==> config.mk <==
export PLATFORM = sky130hd
export DESIGN_NAME = reorder_buffer
export DESIGN_NICKNAME = d
export VERILOG_FILES = /design/src/rtl/lc3b_types.sv /design/src/rtl/reorder_buffer_ptr_ctrl.sv /design/src/rtl/reorder_buffer.sv
export SDC_FILE = /design/constraint.sdc
export NUM_CORES = 1
export LEC_CHECK = 0
export ABC_AREA = 0
export CORE_MARGIN = 2
export CORE_UTILIZATION = 58
export CTS_CLUSTER_DIAMETER = 120
export CTS_CLUSTER_SIZE = 14
export DETAILED_ROUTE_END_ITERATION = 10
export PLACE_DENSITY_LB_ADDON = 0.25
export RECOVER_POWER = 25
export SLEW_MARGIN = 20
export SYNTH_ARGS = -nofsm -noshare
export SYNTH_HDL_FRONTEND = slang
export SYNTH_HIERARCHICAL = 1
export SYNTH_SLANG_ARGS = --single-unit
==> constraint.sdc <==
create_clock -name clk -period 3.2 [get_ports clk]
set_clock_uncertainty 0.05 [all_clocks]
set_input_delay 0.48 -clock clk [delete_from_list [all_inputs] [get_ports clk]]
set_output_delay 0.48 -clock clk [all_outputs]
set_load 0.02 [all_outputs]
==> src/rtl/lc3b_types.sv <==
// Shared LC-3b types used by the out-of-order core, including the reorder buffer
// tag, depth and entry layout.
package lc3b_types;

  localparam int DATA_WIDTH = 16;
  localparam int TAG_WIDTH  = 3;
  localparam int REG_WIDTH  = 3;
  localparam int ROB_DEPTH  = 8;

  typedef logic [DATA_WIDTH-1:0] lc3b_word;
  typedef logic [REG_WIDTH-1:0]  lc3b_reg;
  typedef logic [TAG_WIDTH-1:0]  rob_tag;

  typedef struct packed {
    logic     valid;
    logic     done;
    logic     has_dest;
    lc3b_reg  dest;
    lc3b_word data;
  } rob_entry;

endpackage

==> src/rtl/reorder_buffer_ptr_ctrl.sv <==
// Head/tail/occupancy bookkeeping for the reorder buffer. Full and empty are
// decided by the occupancy count, because head == tail is ambiguous.
module rob_ptr_ctrl #(
  parameter int tag_width = 3
) (
  input  logic                 clk,
  input  logic                 i_reset,
  input  logic                 i_flush,
  input  logic                 i_alloc_req,
  input  logic                 i_commit_req,
  output logic [tag_width-1:0] o_head,
  output logic [tag_width-1:0] o_tail,
  output logic [tag_width:0]   o_count,
  output logic                 o_full,
  output logic                 o_empty,
  output logic                 o_alloc_fire,
  output logic                 o_commit_fire
);

  localparam int DEPTH = 2 ** tag_width;
  localparam logic [tag_width:0] FULL_COUNT = DEPTH[tag_width:0];

  logic [tag_width-1:0] r_head;
  logic [tag_width-1:0] r_tail;
  logic [tag_width:0]   r_count;

  // Fullness comes from the registered count only, so a same-cycle commit
  // never opens a slot for that cycle's allocation.
  assign o_full        = (r_count == FULL_COUNT);
  assign o_empty       = (r_count == '0);
  assign o_alloc_fire  = i_alloc_req & ~o_full & ~i_flush;
  assign o_commit_fire = i_commit_req & ~i_flush;

  assign o_head  = r_head;
  assign o_tail  = r_tail;
  assign o_count = r_count;

  always_ff @(posedge clk) begin
    if (i_reset || i_flush) begin
      r_head  <= '0;
      r_tail  <= '0;
      r_count <= '0;
    end else begin
      // Pointers are exactly tag_width bits wide, so +1 wraps 7 -> 0 by itself.
      if (o_alloc_fire)  r_tail <= r_tail + 1'b1;
      if (o_commit_fire) r_head <= r_head + 1'b1;
      case ({o_alloc_fire, o_commit_fire})
        2'b10:   r_count <= r_count + 1'b1;
        2'b01:   r_count <= r_count - 1'b1;
        default: r_count <= r_count;
      endcase
    end
  end

endmodule

==> src/rtl/reorder_buffer.sv <==
// In-order retirement buffer: allocates tags at dispatch, captures CDB results
// and retires the head entry once its result has arrived.
module reorder_buffer
  import lc3b_types::*;
#(
  parameter int data_width = DATA_WIDTH,
  parameter int tag_width  = TAG_WIDTH,
  parameter int reg_width  = REG_WIDTH
) (
  input  logic                  clk,
  input  logic                  reset,
  input  logic                  flush,
  input  logic                  alloc_req,
  input  logic                  alloc_has_dest,
  input  logic [reg_width-1:0]  alloc_dest,
  output logic                  alloc_ready,
  output logic [tag_width-1:0]  alloc_tag,
  input  logic                  cdb_valid,
  input  logic [tag_width-1:0]  cdb_tag,
  input  logic [data_width-1:0] cdb_data,
  input  logic [tag_width-1:0]  rd_tag_a,
  input  logic [tag_width-1:0]  rd_tag_b,
  output logic                  rd_done_a,
  output logic                  rd_done_b,
  output logic [data_width-1:0] rd_data_a,
  output logic [data_width-1:0] rd_data_b,
  output logic                  commit_valid,
  output logic                  commit_has_dest,
  output logic [reg_width-1:0]  commit_dest,
  output logic [data_width-1:0] commit_data,
  output logic [tag_width-1:0]  commit_tag,
  output logic [tag_width:0]    count
);

  localparam int DEPTH = 2 ** tag_width;

  logic                  r_valid    [DEPTH];
  logic                  r_done     [DEPTH];
  logic                  r_has_dest [DEPTH];
  logic [reg_width-1:0]  r_dest     [DEPTH];
  logic [data_width-1:0] r_data     [DEPTH];

  logic [tag_width-1:0] w_head;
  logic [tag_width-1:0] w_tail;
  logic                 w_full;
  logic                 w_empty;
  logic                 w_alloc_fire;
  logic                 w_commit_fire;

  rob_ptr_ctrl #(
    .tag_width (tag_width)
  ) u_ptr_ctrl (
    .clk           (clk),
    .i_reset       (reset),
    .i_flush       (flush),
    .i_alloc_req   (alloc_req),
    .i_commit_req  (commit_valid),
    .o_head        (w_head),
    .o_tail        (w_tail),
    .o_count       (count),
    .o_full        (w_full),
    .o_empty       (w_empty),
    .o_alloc_fire  (w_alloc_fire),
    .o_commit_fire (w_commit_fire)
  );

  assign alloc_ready = ~w_full;
  assign alloc_tag   = w_tail;

  assign commit_valid    = r_valid[w_head] & r_done[w_head];
  assign commit_has_dest = r_has_dest[w_head];
  assign commit_dest     = r_dest[w_head];
  assign commit_data     = r_data[w_head];
  assign commit_tag      = w_head;

  // No CDB bypass here: rename forwards same-cycle broadcasts itself.
  assign rd_done_a = r_valid[rd_tag_a] & r_done[rd_tag_a];
  assign rd_done_b = r_valid[rd_tag_b] & r_done[rd_tag_b];
  assign rd_data_a = r_data[rd_tag_a];
  assign rd_data_b = r_data[rd_tag_b];

  generate
    for (genvar gi = 0; gi < DEPTH; gi++) begin : g_entry
      localparam logic [tag_width-1:0] IDX = gi[tag_width-1:0];

      logic w_alloc_hit;
      logic w_commit_hit;
      logic w_cdb_hit;

      assign w_alloc_hit  = w_alloc_fire & (w_tail == IDX);
      assign w_commit_hit = w_commit_fire & (w_head == IDX);
      // A broadcast to a slot being re-allocated this cycle is stale; drop it.
      assign w_cdb_hit    = cdb_valid & ~flush & (cdb_tag == IDX) &
                            r_valid[gi] & ~w_alloc_hit;

      always_ff @(posedge clk) begin
        if (reset || flush) begin
          r_valid[gi] <= 1'b0;
          r_done[gi]  <= 1'b0;
        end else if (w_alloc_hit) begin
          r_valid[gi]    <= 1'b1;
          r_done[gi]     <= 1'b0;
          r_has_dest[gi] <= alloc_has_dest;
          r_dest[gi]     <= alloc_dest;
        end else if (w_commit_hit) begin
          r_valid[gi] <= 1'b0;
          r_done[gi]  <= 1'b0;
        end else if (w_cdb_hit) begin
          r_done[gi] <= 1'b1;
        end
      end

      always_ff @(posedge clk) begin
        if (w_cdb_hit && !reset) begin
          r_data[gi] <= cdb_data;
        end
      end
    end
  endgenerate

endmodule

Word level (Yosys, flattened, before mapping)
Memory sizes are Yosys's and may differ from the RTL's. A register that Yosys moved wholly into a read port is not among the register bits.
Index checks and enable logic that the tools add are counted.
Operators by class
  add/sub/neg operators: 4
  equality and inequality tests: 24
  multiplexer cells: 228
  bitwise operators: 97
  reduce and logical (&&, ||, !) cells: 35
Operator list (number)
  $mux 1: 182
  $mux 3: 38
  $mux 16: 7
  $reduce_or 16->1: 7
  $and 1x1->1: 47
  $or 1x1->1: 40
  $eq 3x3->1 const B: 12
  $reduce_or 3->1: 7
  $eq 3x2->1 const B: 6
  $not 1->1: 10
  $eq 3x1->1 const B: 3
  $logic_not 3->1: 3
  $logic_and 1x1->1: 8
  $pmux 4 s2: 1
  $reduce_or 1->1: 7
  $add 3x1->3 const B: 2
  $add 4x1->4 const B: 1
  $eq 4x4->1 const B: 1
  $sub 4x1->4 const B: 1
  $eq 2x1->1 const B: 1
  $eq 2x2->1 const B: 1
  $reduce_bool 2->1: 1
  $logic_not 1->1: 1
  $logic_or 1x1->1: 1
Storage, ports and cells
  register bits: 10
  RAM bits: 176
  input port bits: 34
  output and inout port bits: 66
  logic and storage cells: 396
  memories: 5
Memory list
  r_data: words 8, width 16, read ports 3, clocked after Yosys merged registers in 1, write ports 1, RTL line reorder_buffer.sv:41  | logic [data_width-1:0] r_data [DEPTH];
  r_dest: words 8, width 3, read ports 1, clocked after Yosys merged registers in 1, write ports 1, RTL line reorder_buffer.sv:40  | logic [reg_width-1:0] r_dest [DEPTH];
  r_done: words 8, width 1, read ports 3, clocked after Yosys merged registers in 1, write ports 8, RTL line reorder_buffer.sv:38  | logic r_done [DEPTH];
  r_has_dest: words 8, width 1, read ports 1, clocked after Yosys merged registers in 1, write ports 1, RTL line reorder_buffer.sv:39  | logic r_has_dest [DEPTH];
  r_valid: words 8, width 1, read ports 11, clocked after Yosys merged registers in 1, write ports 8, RTL line reorder_buffer.sv:37  | logic r_valid [DEPTH];

Longest topological paths before layout
  word-level depth: 18
  gate-level depth with buffers: 12

Hierarchy
The synthesis kept the hierarchy.
By module, submodules not included
  reorder_buffer: instances 1, cells an instance 470, area an instance 9397.8 sq um, sequential area each 5285.1 sq um
  rob_ptr_ctrl: instances 1, cells an instance 59, area an instance 571.8 sq um, sequential area each 200.2 sq um

Worst setup path after synthesis
OpenSTA, ideal clock, no wires.
  path type: reg-to-reg
  start point: reg u_ptr_ctrl/o_head[1] (netlist name)
  end point: reg u_ptr_ctrl.r_count[2] (netlist: u_ptr_ctrl/o_count[2])
  library setup time: 0.117 ns
  arrival time: 3.309 ns
  path slack: -0.277 ns
  stages on the path, launching flop included: 12
  buffers on the path: 1
  clock period less this slack: 3.477 ns
  path through: dfxtp_1 buf_2 mux4_2 mux2i_1 nor2b_1 ha_1 inv_1 fa_1 xor2_1 nor2_1 a21oi_1 nor2_1
RTL lines
  to (signal assigned): RTL line reorder_buffer_ptr_ctrl.sv:48  | 2'b10: r_count <= r_count + 1'b1;
  to (signal assigned): RTL line reorder_buffer_ptr_ctrl.sv:49  | 2'b01: r_count <= r_count - 1'b1;
  to (signal assigned): RTL line reorder_buffer_ptr_ctrl.sv:50  | default: r_count <= r_count;
  to (decl): RTL line reorder_buffer_ptr_ctrl.sv:25  | logic [tag_width:0] r_count;

Final worst setup path
  start point: in rd_tag_b[2]
  end point: out rd_done_b
Between the ends
  word-level cells in the longest chain between the ends: 2
  elaborated cells between the ends (all ways): 3
  classes of those cells: bitwise: 1; memory: 2
Ends and longest elaborated chain
  from (decl): RTL line reorder_buffer.sv:22  | input logic [tag_width-1:0] rd_tag_b,
  $mem_v2 8x1, on equally long branches
  $and 1x1->1 (*): RTL line reorder_buffer.sv:78  | assign rd_done_b = r_valid[rd_tag_b] & r_done[rd_tag_b];
  to (decl): RTL line reorder_buffer.sv:24  | output logic rd_done_b,
Every way passes the cells marked *; elsewhere a longest branch is shown, timed or not.

==> metrics.md <==
| Metric | Value |
|---|---|
| Root buffer cell | `clkbuf_16` |
| Final WS setup | `0.0115 ns` |
| Met2 Track Usage GR | `0.444` |
| DIE HEIGHT | `135 um` |
| CTS Buffer Depth | `2` |
| Hold/Removal Path Class | `flop to flop` |
| I/O pins | `100` |
| Max-cap viol count | `0` |
| Total gr overflow | `0` |
| Gpl congestion | `0.858` |
| Syn Nets | `568` |
| Clock Latency Late Sink | `0.43 ns` |
| Yosys warnings | `6` |
| Synth-to-Final Area Change | `20.9%` |
| Crit start category | `input pin` |
| Synthesized cell area | `9960 um2` |
| DP HPWL | `13,700 um` |
| IO Port Bufs | `99` |
| Vias in the first global route | `6,070` |
| CTS-repair resized insts | `0` |
| Post-Route WL | `22,000 um` |
| Synthesized area per cell | `18.9 um2` |
| Worst slew margin | `0.624` |
| Crit path DAT | `2.66 ns` |
| Min Tclk post-route | `3.19 ns` |
| Grt met1 use | `0.331` |
| DP Area | `11,300 um2` |
| Final slew viol count | `0` |
| Met3 GRT Util | `0.0529` |
| Layout net count | `684` |
| Largest net degree at the start of global routing | `39` |
| Post-route antenna net violation count | `0` |
| Worst-margin pin slew | `0.564 ns` |
| Final period util | `0.996` |
| Status | `completed` |
| R2R Path End | `u_ptr_ctrl/o_count[2]` |
| Peak VDD IR | `0.392 mV` |
| Leakage | `3.95 nW` |
| DR DRC count | `0` |
| First drt pass iteration count | `6` |
| Comb power frac | `0.083` |
| NetSw | `1.09 mW` |
| Die width | `135 um` |
| Routed WL per cell | `25.0 um` |
| R2R setup slack | `0.40 ns` |
| Internal power | `4.29 mW` |
| Kind of critical path | `input pin to output pin` |
| Worst Reg-to-Reg Cells | `11` |
| Worst-path fanout max | `3` |
| Die ar. | `18,200 um2` |
| Initial core utilization | `0.597` |
| Seq pwr share | `0.498` |
| RSZ-0062 raised after global routing | `no` |
| CTS tree | `yes` |
| Tot GR Track Use | `0.258` |
| CTS Buf Count | `17` |
| Final hold vios | `0` |
| CP startpoint | `rd_tag_b[2]` |
| Required time worst endpoint | `2.67 ns` |
| Worst hold path startpoint | `u_ptr_ctrl/o_count[3]` |
| Final Setup Violations | `0` |
| Via/cell ratio | `6.70` |
| Detailed Route Iter0 Violations | `397` |
| Initial antenna violation count | `2` |
| TNS Setup | `0 ns` |
| Worst flop-to-flop path startpoint | `u_ptr_ctrl/o_head[0]` |
| Switching Share | `0.203` |
| Htree depth | `4` |
| Syn Inst Count | `528` |
| DR vias | `5,886` |
| Core Box Area | `16,700 um2` |
| Sink Count | `186` |
| P per Cell Area | `447 nW/um2` |
| Row count | `47` |
| Clock transition at path regs | `0.07 ns` |
| Worst setup path endpoint | `rd_done_b` |
| First-pass GRT wire length | `34,100 um` |
| Clock power share | `0.419` |
| Fin area | `12,000 um2` |
| Most used routing layer | `met2` |
| CP Capture Type | `output pin` |
| Ratio of cells with drive above 1 in the final layout | `0.288` |
| Achievable Freq | `314 MHz` |
| Place WS | `0.0688 ns` |
area by class of cell:
cell class                 instances  area [um2]
timing repair buffer             135        1380
multi-input combinational        299        4230
fill                            1012        4660
inverter                           5        18.8
sequential                       186        5490
clock inverter                    15         220
antenna                            2        5.00
tap                              220         275
clock buffer                      17         425
sequential cells by signal, indices dropped and copies added, names as in the netlist:
| signal | cells |
|---|---|
| r_data | 128 |
| r_dest | 24 |
| r_done | 8 |
| r_has_dest | 8 |
| r_valid | 8 |
| u_ptr_ctrl/o_count | 4 |
| u_ptr_ctrl/o_head | 3 |
| u_ptr_ctrl/o_tail | 3 |
per-stage QoR:
stage / total power, mW / instances / util / hold WS [ns]
after floorplan: 2.99 / 528 / - / 0.505
after global placement: 3.17 / 839 / 0.679 / 0.445
after detailed placement: 3.18 / 839 / 0.679 / 0.453
after CTS: 5.43 / 872 / 0.719 / 0.465
after global routing: 5.54 / 879 / 0.721 / 0.509
final: 5.39 / 879 / 0.721 / 0.461
layout by cell type (no fill, tap or decap), types with 6 or more instances in the layout:
cell             instances
nand3_1                 13
nor2_1                  34
and2_1                   6
mux4_2                  51
nand2b_1                 9
clkbuf_16               17
dfxtp_1                  8
mux2_2                  52
buf_12                  10
nand2_1                 12
mux4_1                  59
edfxtp_1               176
dlygate4sd3_1           14
clkdlybuf4s50_1         83
buf_4                   25
repair_timing:
action,CTS,global route
hold buffers,0,0
endpoints found under the setup margin,13,4
pin swaps,0,0
buffers inserted,1,5
power groups by stage:
stage / combinational, mW / sequential, mW / clock (mW)
5_1_grt: 0.473 / 2.68 / 2.38
3_5_place_dp: 0.447 / 2.74 / 0
4_1_cts: 0.450 / 2.68 / 2.29
2_1_floorplan: 0.260 / 2.74 / 0
3_3_place_gp: 0.436 / 2.73 / 0
6_report: 0.447 / 2.68 / 2.26
critical path, stage by stage:
cell             delay (ns)
clkdlybuf4s50_1        0.61
mux4_1                 0.59
mux2i_1                0.30
clkdlybuf4s50_1        0.68
per-layer routing:
layer / up-vias / routed length, um
met2: 303 / 11400
met3: 35 / 1710
met4: 0 / 515
met5: - / 0
li1: 2512 / -
met1: 3036 / 8440
worst min-delay path by stage:
stage	slack, ns	end	cells after the start
6_report	0.46	u_ptr_ctrl/o_count[3]	2
5_1_grt	0.51	u_ptr_ctrl/o_count[3]	2
4_1_cts	0.47	u_ptr_ctrl/o_count[3]	2
3_5_place_dp	0.45	u_ptr_ctrl/o_count[3]	2
3_3_place_gp	0.44	u_ptr_ctrl/o_count[3]	2
2_1_floorplan	0.50	u_ptr_ctrl/o_count[3]	2
Note: power is estimated with default switching activity, not from simulation.
